--- src/rtl/md_pkg.sv ---
// Shared definitions for the multiply/divide unit: opcode and state
// encodings, iteration counts and a small magnitude helper.
package md_pkg;

   // Opcode carried on MDop from the decode stage.
   typedef enum logic [2:0] {
      MD_NONE  = 3'b000,
      MD_MULT  = 3'b001,
      MD_MULTU = 3'b010,
      MD_DIV   = 3'b011,
      MD_DIVU  = 3'b100,
      MD_MTHI  = 3'b101,
      MD_MTLO  = 3'b110,
      MD_RSVD  = 3'b111
   } mdop_e;

   // Control FSM states.
   typedef enum logic [1:0] {
      ST_IDLE = 2'd0,
      ST_MUL  = 2'd1,
      ST_DIV  = 2'd2,
      ST_FIX  = 2'd3
   } md_state_e;

   localparam int DIV_STEPS       = 32;
   localparam int MUL_CYCLES_DEF  = 5;
   // Wide enough for DIV_STEPS-1 and any sensible MUL_CYCLES-1.
   localparam int CNT_W           = 8;

   // Magnitude of a two's-complement word; 0x80000000 maps to itself,
   // which is exactly the unsigned magnitude 2^31.
   function automatic logic [31:0] abs32(input logic [31:0] v);
      return v[31] ? (~v + 32'd1) : v;
   endfunction

endpackage

--- src/rtl/div_core.sv ---
// Iterative restoring divider on 32-bit magnitudes: one quotient bit per
// enabled cycle, MSB first. A zero divisor yields an all-ones quotient and
// leaves the dividend in the remainder.
module div_core (
   input  logic        clk,
   input  logic        reset,
   input  logic        load_i,
   input  logic [31:0] dividend_i,
   input  logic [31:0] divisor_i,
   input  logic        step_i,
   output logic [31:0] quot_o,
   output logic [31:0] rem_o
);

   logic [31:0] quot_q;
   logic [31:0] rem_q;
   logic [31:0] dvsr_q;
   logic [32:0] shifted_d;
   logic [32:0] diff_d;

   // Shift the next dividend bit into the partial remainder and trial-subtract.
   always_comb begin
      shifted_d = {rem_q, quot_q[31]};
      diff_d    = shifted_d - {1'b0, dvsr_q};
   end

   // Load operands on issue, then keep the difference only when it is non-negative.
   always_ff @(posedge clk) begin
      if (reset) begin
         quot_q <= '0;
         rem_q  <= '0;
         dvsr_q <= '0;
      end else if (load_i) begin
         quot_q <= dividend_i;
         rem_q  <= '0;
         dvsr_q <= divisor_i;
      end else if (step_i) begin
         if (!diff_d[32]) begin
            rem_q  <= diff_d[31:0];
            quot_q <= {quot_q[30:0], 1'b1};
         end else begin
            rem_q  <= shifted_d[31:0];
            quot_q <= {quot_q[30:0], 1'b0};
         end
      end
   end

   assign quot_o = quot_q;
   assign rem_o  = rem_q;

endmodule

--- src/rtl/mult_div_unit.sv ---
// Multi-cycle multiply/divide unit with architectural HI/LO registers.
// Owns the control FSM, the latency counter, sign handling and HI/LO;
// the bit-serial division itself lives in div_core.
module mult_div_unit
   import md_pkg::*;
#(
   parameter int MUL_CYCLES = MUL_CYCLES_DEF
) (
   input  logic        clk,
   input  logic        reset,
   input  logic        start,
   input  logic [2:0]  MDop,
   input  logic [31:0] In1,
   input  logic [31:0] In2,
   output logic        busy,
   output logic [31:0] HI,
   output logic [31:0] LO
);

   md_state_e       state_q;
   logic [CNT_W-1:0] cnt_q;
   logic [31:0]     a_q;        // raw In1 at issue
   logic [31:0]     b_q;        // raw In2 at issue
   logic            sgn_q;      // signed multiply
   logic            q_neg_q;    // quotient must be negated
   logic            r_neg_q;    // remainder takes a negative dividend's sign
   logic            dz_q;       // divisor was zero
   logic [31:0]     hi_q;
   logic [31:0]     lo_q;

   mdop_e           op_d;
   logic            issue_div_d;
   logic            div_signed_d;
   logic [63:0]     ext_a_d;
   logic [63:0]     ext_b_d;
   logic [63:0]     prod_d;
   logic [31:0]     quot_w;
   logic [31:0]     rem_w;
   logic [31:0]     q_fix_d;
   logic [31:0]     r_fix_d;

   // Decode the issue request and form the product / sign-corrected quotient.
   always_comb begin
      op_d         = mdop_e'(MDop);
      issue_div_d  = (state_q == ST_IDLE) && start &&
                     ((op_d == MD_DIV) || (op_d == MD_DIVU));
      div_signed_d = (op_d == MD_DIV);
      // Extending to 64 bits and keeping the low 64 bits of the product gives
      // the correct two's-complement result for both signednesses.
      ext_a_d      = {{32{sgn_q & a_q[31]}}, a_q};
      ext_b_d      = {{32{sgn_q & b_q[31]}}, b_q};
      prod_d       = ext_a_d * ext_b_d;
      q_fix_d      = q_neg_q ? (~quot_w + 32'd1) : quot_w;
      r_fix_d      = r_neg_q ? (~rem_w + 32'd1) : rem_w;
   end

   div_core u_div (
      .clk        (clk),
      .reset      (reset),
      .load_i     (issue_div_d),
      .dividend_i (div_signed_d ? abs32(In1) : In1),
      .divisor_i  (div_signed_d ? abs32(In2) : In2),
      .step_i     (state_q == ST_DIV),
      .quot_o     (quot_w),
      .rem_o      (rem_w)
   );

   // Control FSM: issue, count down the latency, commit HI/LO on the last edge.
   always_ff @(posedge clk) begin
      if (reset) begin
         state_q <= ST_IDLE;
         cnt_q   <= '0;
         a_q     <= '0;
         b_q     <= '0;
         sgn_q   <= 1'b0;
         q_neg_q <= 1'b0;
         r_neg_q <= 1'b0;
         dz_q    <= 1'b0;
         hi_q    <= '0;
         lo_q    <= '0;
      end else begin
         case (state_q)
            ST_IDLE: begin
               if (start) begin
                  case (op_d)
                     MD_MULT, MD_MULTU: begin
                        a_q     <= In1;
                        b_q     <= In2;
                        sgn_q   <= (op_d == MD_MULT);
                        cnt_q   <= CNT_W'(MUL_CYCLES - 1);
                        state_q <= ST_MUL;
                     end
                     MD_DIV, MD_DIVU: begin
                        a_q     <= In1;
                        b_q     <= In2;
                        q_neg_q <= div_signed_d & (In1[31] ^ In2[31]);
                        r_neg_q <= div_signed_d & In1[31];
                        dz_q    <= (In2 == 32'd0);
                        cnt_q   <= CNT_W'(DIV_STEPS - 1);
                        state_q <= ST_DIV;
                     end
                     MD_MTHI: hi_q <= In1;
                     MD_MTLO: lo_q <= In1;
                     default: ;
                  endcase
               end
            end
            ST_MUL: begin
               if (cnt_q == '0) begin
                  hi_q    <= prod_d[63:32];
                  lo_q    <= prod_d[31:0];
                  state_q <= ST_IDLE;
               end else begin
                  cnt_q <= cnt_q - 1'b1;
               end
            end
            ST_DIV: begin
               if (cnt_q == '0) begin
                  state_q <= ST_FIX;
               end else begin
                  cnt_q <= cnt_q - 1'b1;
               end
            end
            ST_FIX: begin
               // A zero divisor reports an all-ones quotient regardless of
               // signs, and hands the original dividend back in HI.
               if (dz_q) begin
                  lo_q <= 32'hFFFF_FFFF;
                  hi_q <= a_q;
               end else begin
                  lo_q <= q_fix_d;
                  hi_q <= r_fix_d;
               end
               state_q <= ST_IDLE;
            end
            default: state_q <= ST_IDLE;
         endcase
      end
   end

   assign busy = (state_q != ST_IDLE);
   assign HI   = hi_q;
   assign LO   = lo_q;

endmodule

--- config.mk ---
export PLATFORM = sky130hd
export DESIGN_NAME = mult_div_unit
export DESIGN_NICKNAME = d
export VERILOG_FILES = /design/src/rtl/md_pkg.sv /design/src/rtl/div_core.sv /design/src/rtl/mult_div_unit.sv
export SDC_FILE = /design/constraint.sdc
export NUM_CORES = 2
export LEC_CHECK = 0
export BUFFER_PORTS_ARGS = -buffer_cell sky130_fd_sc_hd__buf_2
export CELL_PAD_IN_SITES_DETAIL_PLACEMENT = 1
export CELL_PAD_IN_SITES_GLOBAL_PLACEMENT = 2
export CORE_ASPECT_RATIO = 1.5
export CORE_MARGIN = 1.5
export CORE_UTILIZATION = 30
export CTS_CLUSTER_SIZE = 16
export DETAILED_ROUTE_END_ITERATION = 6
export HOLD_SLACK_MARGIN = 0.15
export PLACE_DENSITY = 0.62
export SLEW_MARGIN = 20
export SYNTH_ARGS = -nofsm -noshare
export SYNTH_HDL_FRONTEND = slang
export SYNTH_SLANG_ARGS = --single-unit
--- constraint.sdc ---
create_clock -name clk -period 8.8 [get_ports clk]
set_input_delay 1.76 -clock clk [delete_from_list [all_inputs] [get_ports clk]]
set_output_delay 1.76 -clock clk [all_outputs]
set_load 0.02 [all_outputs]
== Word-level counts from Yosys, hierarchy flattened ==
Cells that the tools add are included.

* Bits of input ports: 70
* Output and inout port bits: 65
* Word-level logic and storage cells: 96
* Flip-flop bits (word level): 238

* $add $sub $neg: 6
* Eq/ne operators: 16
* Multiply operators: 1
* Reduce and logical (&&, ||, !) cells: 22
* Mux-type cells: 29
* Bitwise operators: 9

{| class="wikitable"
|+ Operators with widths
! cell !! count
|-
| $mux W32 || 17
|-
| $pmux W32 S3 || 2
|-
| $add A32 B1 Y32 const B || 4
|-
| $not A32 Y32 || 4
|-
| $mul A33 B33 Y64 || 1
|-
| $sub A33 B32 Y33 || 1
|-
| $logic_not A32 Y1 || 1
|-
| $pmux W8 S2 || 2
|-
| $mux W8 || 2
|-
| $reduce_and A4 Y1 || 4
|-
| $eq A3 B3 Y1 const B || 3
|-
| $reduce_and A3 Y1 || 3
|-
| $logic_not A8 Y1 || 1
|-
| $ne A2 B2 Y1 const B || 4
|-
| $pmux W2 S4 || 1
|-
| $reduce_or A2 Y1 || 4
|-
| $sub A8 B1 Y8 const B || 1
|-
| $eq A3 B2 Y1 const B || 2
|-
| $mux W2 || 3
|-
| $reduce_bool A2 Y1 || 3
|-
| $and A1 B1 Y1 || 4
|-
| $eq A2 B2 Y1 const B || 2
|-
| $ne A2 B1 Y1 const B || 2
|-
| $pmux W2 S2 || 1
|-
| other kinds (10) || 11
|}

== Longest topological paths before layout ==
* Depth after elaboration: 5
* Mapped depth: 31
* Depth with buffers taken out: 28

== Hierarchy ==
Synthesis repeated with hierarchy kept, for this count alone.

* Cells, all modules: 6220
* Area total of the unflattened synthesis: 53269.8 µm²

{| class="wikitable"
|+ Modules (own cells, without submodules)
! module !! times used !! area each (µm²) !! sequential area each (µm²) !! cells an instance
|-
| mult_div_unit || 1 || 47217.8 || 2842.7 || 5499
|-
| div_core || 1 || 6052.1 || 1921.8 || 721
|}

== Least setup slack after synthesis ==
OpenSTA, ideal clock, no wires.

* Kind: reg-to-reg
* Start: register a_q[31]
* End: register hi_q[31] (netlist: HI[31])
* Required time: 8.726 ns
* Slack: 0.598 ns
* Buffers on the path: 2
* Setup time: 0.074 ns
* Period minus slack after synthesis: 8.202 ns
* Cell stages (with the launch flop): 31
* Arrival time: 8.128 ns
* Cells stage by stage: dfxtp_1 > clkbuf_1 > and2_1 > clkbuf_1 > nand2_1 > inv_1 > fa_1 > inv_1 > fa_1 > inv_1 > fa_1 > fa_1 > inv_1 > fa_1 > inv_1 > fa_1 > inv_1 > fa_1 > fa_1 > inv_1 > ha_1 > and3_1 > nand4_1 > or4_1 > a311oi_1 > o21ai_0 > nand4b_1 > a21o_1 > nand2_1 > a211o_1 > a31oi_1

* Longest elaborated chain between the ends: 4
* Elaborated cells on any way between the ends: 5
* Classes of those cells: 1 x mul; 3 x mux; 1 x bitwise

{| class="wikitable"
|+ Ends and longest elaborated chain
! element !! RTL line !! source
|-
| start: declaration || mult_div_unit.sv:22 || <nowiki>logic [31:0] a_q;</nowiki>
|-
| start signal: assignment || mult_div_unit.sv:87 || <nowiki>a_q <= In1;</nowiki>
|-
| start signal: assignment || mult_div_unit.sv:94 || <nowiki>a_q <= In1;</nowiki>
|-
| $and A1 B1 Y1 || mult_div_unit.sv:50 || <nowiki>ext_a_d = {{32{sgn_q & a_q[31]}}, a_q};</nowiki>
|-
| $mul A33 B33 Y64 || mult_div_unit.sv:52 || <nowiki>prod_d = ext_a_d * ext_b_d;</nowiki>
|-
| $mux W32 || mult_div_unit.sv:109 || <nowiki>if (cnt_q == '0) begin</nowiki>
|-
| $pmux W32 S3 * || mult_div_unit.sv:82 || <nowiki>case (state_q)</nowiki>
|-
| end signal: assignment || mult_div_unit.sv:102 || <nowiki>MD_MTHI: hi_q <= In1;</nowiki>
|-
| end signal: assignment || mult_div_unit.sv:110 || <nowiki>hi_q <= prod_d[63:32];</nowiki>
|-
| end signal: assignment || mult_div_unit.sv:129 || <nowiki>hi_q <= a_q;</nowiki>
|-
| end: declaration || mult_div_unit.sv:28 || <nowiki>logic [31:0] hi_q;</nowiki>
|}

Mark *: on every way between the ends. The rest lies on a longest branch, timed or not. The select of a mux whose other input is x is not followed.
A chain may end at the register's enable or synchronous reset.

== Worst setup path after layout ==
* Start: register a_q[18]
* End: register hi_q[17] (netlist: HI[17])

* Longest elaborated chain between the ends: 3

{| class="wikitable"
|+ Ends and longest elaborated chain
! element !! RTL line
|-
| $mul A33 B33 Y64 || mult_div_unit.sv:52
|-
| $mux W32 || mult_div_unit.sv:109
|-
| $pmux W32 S3 || mult_div_unit.sv:82
|}

Every way passes these cells. The select of a mux whose other input is x is not followed.

==> flow_metrics.py <==
metrics = {
    "worst_setup_path": {
        "crit_path_end_kind": "flip-flop",
        "critical_path_class": "flip-flop to flip-flop",
        "crit_required_ns": 9.32,
        "slowest_stage": "fa_1",
        "worst_ep_arrival_time_ns": 8.97,
        "worstSetupStartpointType": "flip-flop",
        "worst_path_largest_cell_delay_ns": 0.54,
        "crit_top_cell": "fa_1",
        "crit_fanout": 11,
    },
    "routing": {
        "viasPerCell": 4.96,
        "vias": 41852,
        "first_iter_violations": 1777,
        "drt_wl_total_um": 196000,
        "drtAntennaViolNets": 0,
        "wl_per_cell_um": 23.2,
        "drtPass1Iterations": 5,
        "drcViolationCount": 0,
    },
    "sta": {
        "setup_tns_ns": 0,
        "hold_viol": 0,
        "finClkSkew_ns": 0.0185,
        "worst_pin_slew_ns": 1.11,
        "holdWs_ns": 0.460,
        "setup_viol": 0,
        "min_period_ns": 8.45,
        "rsz0062_at_grt": "false",
        "finalCritPeriodShare_pct": 96.1,
        "drv_slew": 0,
        "fmax_mhz": 118,
        "slew_headroom_pct": 25.8,
    },
    "synth": {
        "avgSynthCellArea_um2": 8.53,
        "syn_nets": 7616,
        "synth_edf_count": 0,
        "synth_largest_area_cell": "fa_1",
        "synthFlopType": "dfxtp_1",
        "synthCells": 6166,
        "async_flop_share_pct": 0,
        "synth.most_common_cell": "inv_1",
        "syn-cell-area_mm2": 0.0526,
        "synth-seq-cells": 238,
        "synth_area_leaders": "fa_1 (43%), dfxtp_1 (9.1%), inv_1 (8.5%)",
        "synth.distinct_cells": 74,
        "synth_warnings": 0,
        "yosysTopAreaCellShare_pct": 42.9,
        "synth_common_cells": "inv_1 (1187), fa_1 (1126), nand2_1 (1065)",
        "ys_seq_area_share_pct": 9.06,
    },
    "pwr": {
        "p_comb_share_pct": 66.1,
        "switching_share_pct": 54.8,
        "vdd_drop_max_mv": 0.482,
        "power_switching_mw": 4.95,
        "powerDensity_mw_per_mm2": 156,
        "p_clk_share_pct": 13.3,
        "seq_power_share_pct": 20.5,
        "p_int_mw": 4.08,
        "power.leakage_nw": 26.7,
    },
    "grt": {
        "grt_pass1_wl_um": 303000,
        "overflow": 0,
        "antenna_found_initial": 7,
        "grt_pass1_vias": 47703,
        "grt_use_total_pct": 22.6,
        "grt_start_max_net_pins": 68,
    },
    "die": {
        "dieWidth_um": 345,
        "die_h_um": 516,
        "io_pins": 135,
        "core_mm2": 0.175,
        "rows": 188,
        "dieArea_mm2": 0.178,
        "initial_core_util_pct": 30.1,
    },
    "cells_and_area": {
        "drive_gt1_share_pct": 7.25,
        "stdcell_count": 8436,
        "design_area_mm2": 0.0578,
        "area.growth.synth_to_final_pct": 9.85,
        "nets": 7589,
    },
    "worst_hold_path": {
        "hold_path_class": "flip-flop to flip-flop",
    },
    "place": {
        "finalWeightedCongestion": 0.857,
        "io_buffers": 134,
        "hpwl_um": 165000,
        "placed_cells": 8390,
        "post_dp_cell_area_mm2": 0.0569,
    },
    "flow_run": {
        "maxCapViolCount": 0,
    },
    "clocking": {
        "cts.sinks": 238,
        "tritoncts": "yes",
        "insertion_delay_ns": 0.60,
        "cts_max_level": 1,
        "cts_buffers": 25,
        "cts_buffer_depth": 3,
        "cts.reportedPaths.clkPinSlew_ns": 0.08,
        "root_buffer": "clkbuf_16",
    },
    "outcome": {
        "status": "finished clean",
    },
}
-- area by class of cell --
| cell class | count | area [µm²] |
|---|---|---|
| fillers | 20689 | 117000 |
| repair buffers | 345 | 2870 |
| diodes | 1 | 2.50 |
| clock inverters | 13 | 159 |
| flip-flops and latches | 238 | 4780 |
| clock buffers | 30 | 684 |
| inverters | 1188 | 4460 |
| multi-input cells | 4341 | 41900 |
| well taps | 2280 | 2850 |
-- state kept, by name, summed over array words and instances (netlist names), 2 cells and up --
| register | cells |
|---|---|
| u_div.quot_o | 32 |
| LO | 32 |
| a_q | 32 |
| HI | 32 |
| u_div.dvsr_q | 32 |
| b_q | 32 |
| cnt_q | 8 |
| state_q | 2 |
| u_div.rem_o | 32 |
-- path summary, 6_finish.rpt --
path / startpoint / to / slack, ns / cells after the start
max: a_q[18] / HI[17] / 0.35 / 30
min: u_div.dvsr_q[30] / u_div.dvsr_q[30] / 0.46 / 2
max reg2reg: a_q[18] / HI[17] / 0.35 / 30
min reg2reg: u_div.dvsr_q[30] / u_div.dvsr_q[30] / 0.46 / 2
-- layout by cell type (no fill, tap or decap), types with 49 or more instances in the layout --
| cell | synthesis | final |
|---|---|---|
| a211oi_1 | 71 | 71 |
| a21o_1 | 54 | 54 |
| a21oi_1 | 231 | 229 |
| and2_1 | 362 | 362 |
| buf_12 | 0 | 49 |
| buf_2 | 1 | 133 |
| buf_4 | 0 | 162 |
| dfxtp_1 | 238 | 224 |
| fa_1 | 1126 | 1126 |
| ha_1 | 254 | 251 |
| inv_1 | 1187 | 1186 |
| nand2_1 | 1065 | 1065 |
| nor2_1 | 206 | 202 |
| o21ai_0 | 198 | 198 |
| xnor2_1 | 130 | 130 |
| xor2_1 | 82 | 82 |
-- metal layers --
layer | share of wire (%) | vias up | GRT usage (%)
li1 | - | 18770 | -
met5 | 0.0036 | - | 0
met1 | 41 | 22297 | 27.5
met2 | 54 | 593 | 42.9
met4 | 2.7 | 2 | 5.56
met3 | 2.0 | 190 | 1.00
-- cells by family after synthesis --
family                   Yosys count  synth area share (%)
AND/OR/NAND/NOR                 1873                  16.2
buffers and inverters           1587                  11.3
adder cells (fa/ha/maj)         1380                  48.9
AO/OA/AOI/OAI                    835                  10.1
flip-flops                       238                  9.06
XOR/XNOR                         212                  3.53
multiplexers                      41                 0.785
-- what timing repair did --
item,4_1_cts,5_1_grt
resized for setup,0,15
setup endpoints to repair,0,12
hold buffers,0,0
setup buffers,0,2
-- critical path, delay by kind of cell (launching register included) --
kind | cells | cell delay, ns
flip-flops | 1 | 0.51
adder cells (fa/ha/maj) | 9 | 4.51
AO/OA/AOI/OAI | 6 | 1.01
XOR/XNOR | 1 | 0.27
buffers and inverters | 10 | 1.13
AND/OR/NAND/NOR | 4 | 0.94
-- power groups by stage --
stage               Clock, mW  Combinational (mW)  Sequential (mW)
floorplan                   0                3.67             1.76
global placement            0                5.96             1.87
global route             1.26                6.55             1.88
CTS                      1.24                6.06             1.85
finish                   1.20                5.97             1.85
detailed placement          0                6.00             1.87
-- stage by stage --
step,setup WS (ns),power (mW),utilization (%)
global route,0.0105,9.69,33.1
finish,0.346,9.02,33.1
detailed placement,0.186,7.87,32.6
global placement,0.184,7.84,32.6
floorplan,0.598,5.43,-
CTS,0.129,9.14,33.1
No activity file was read; power rests on OpenSTA's default activity.
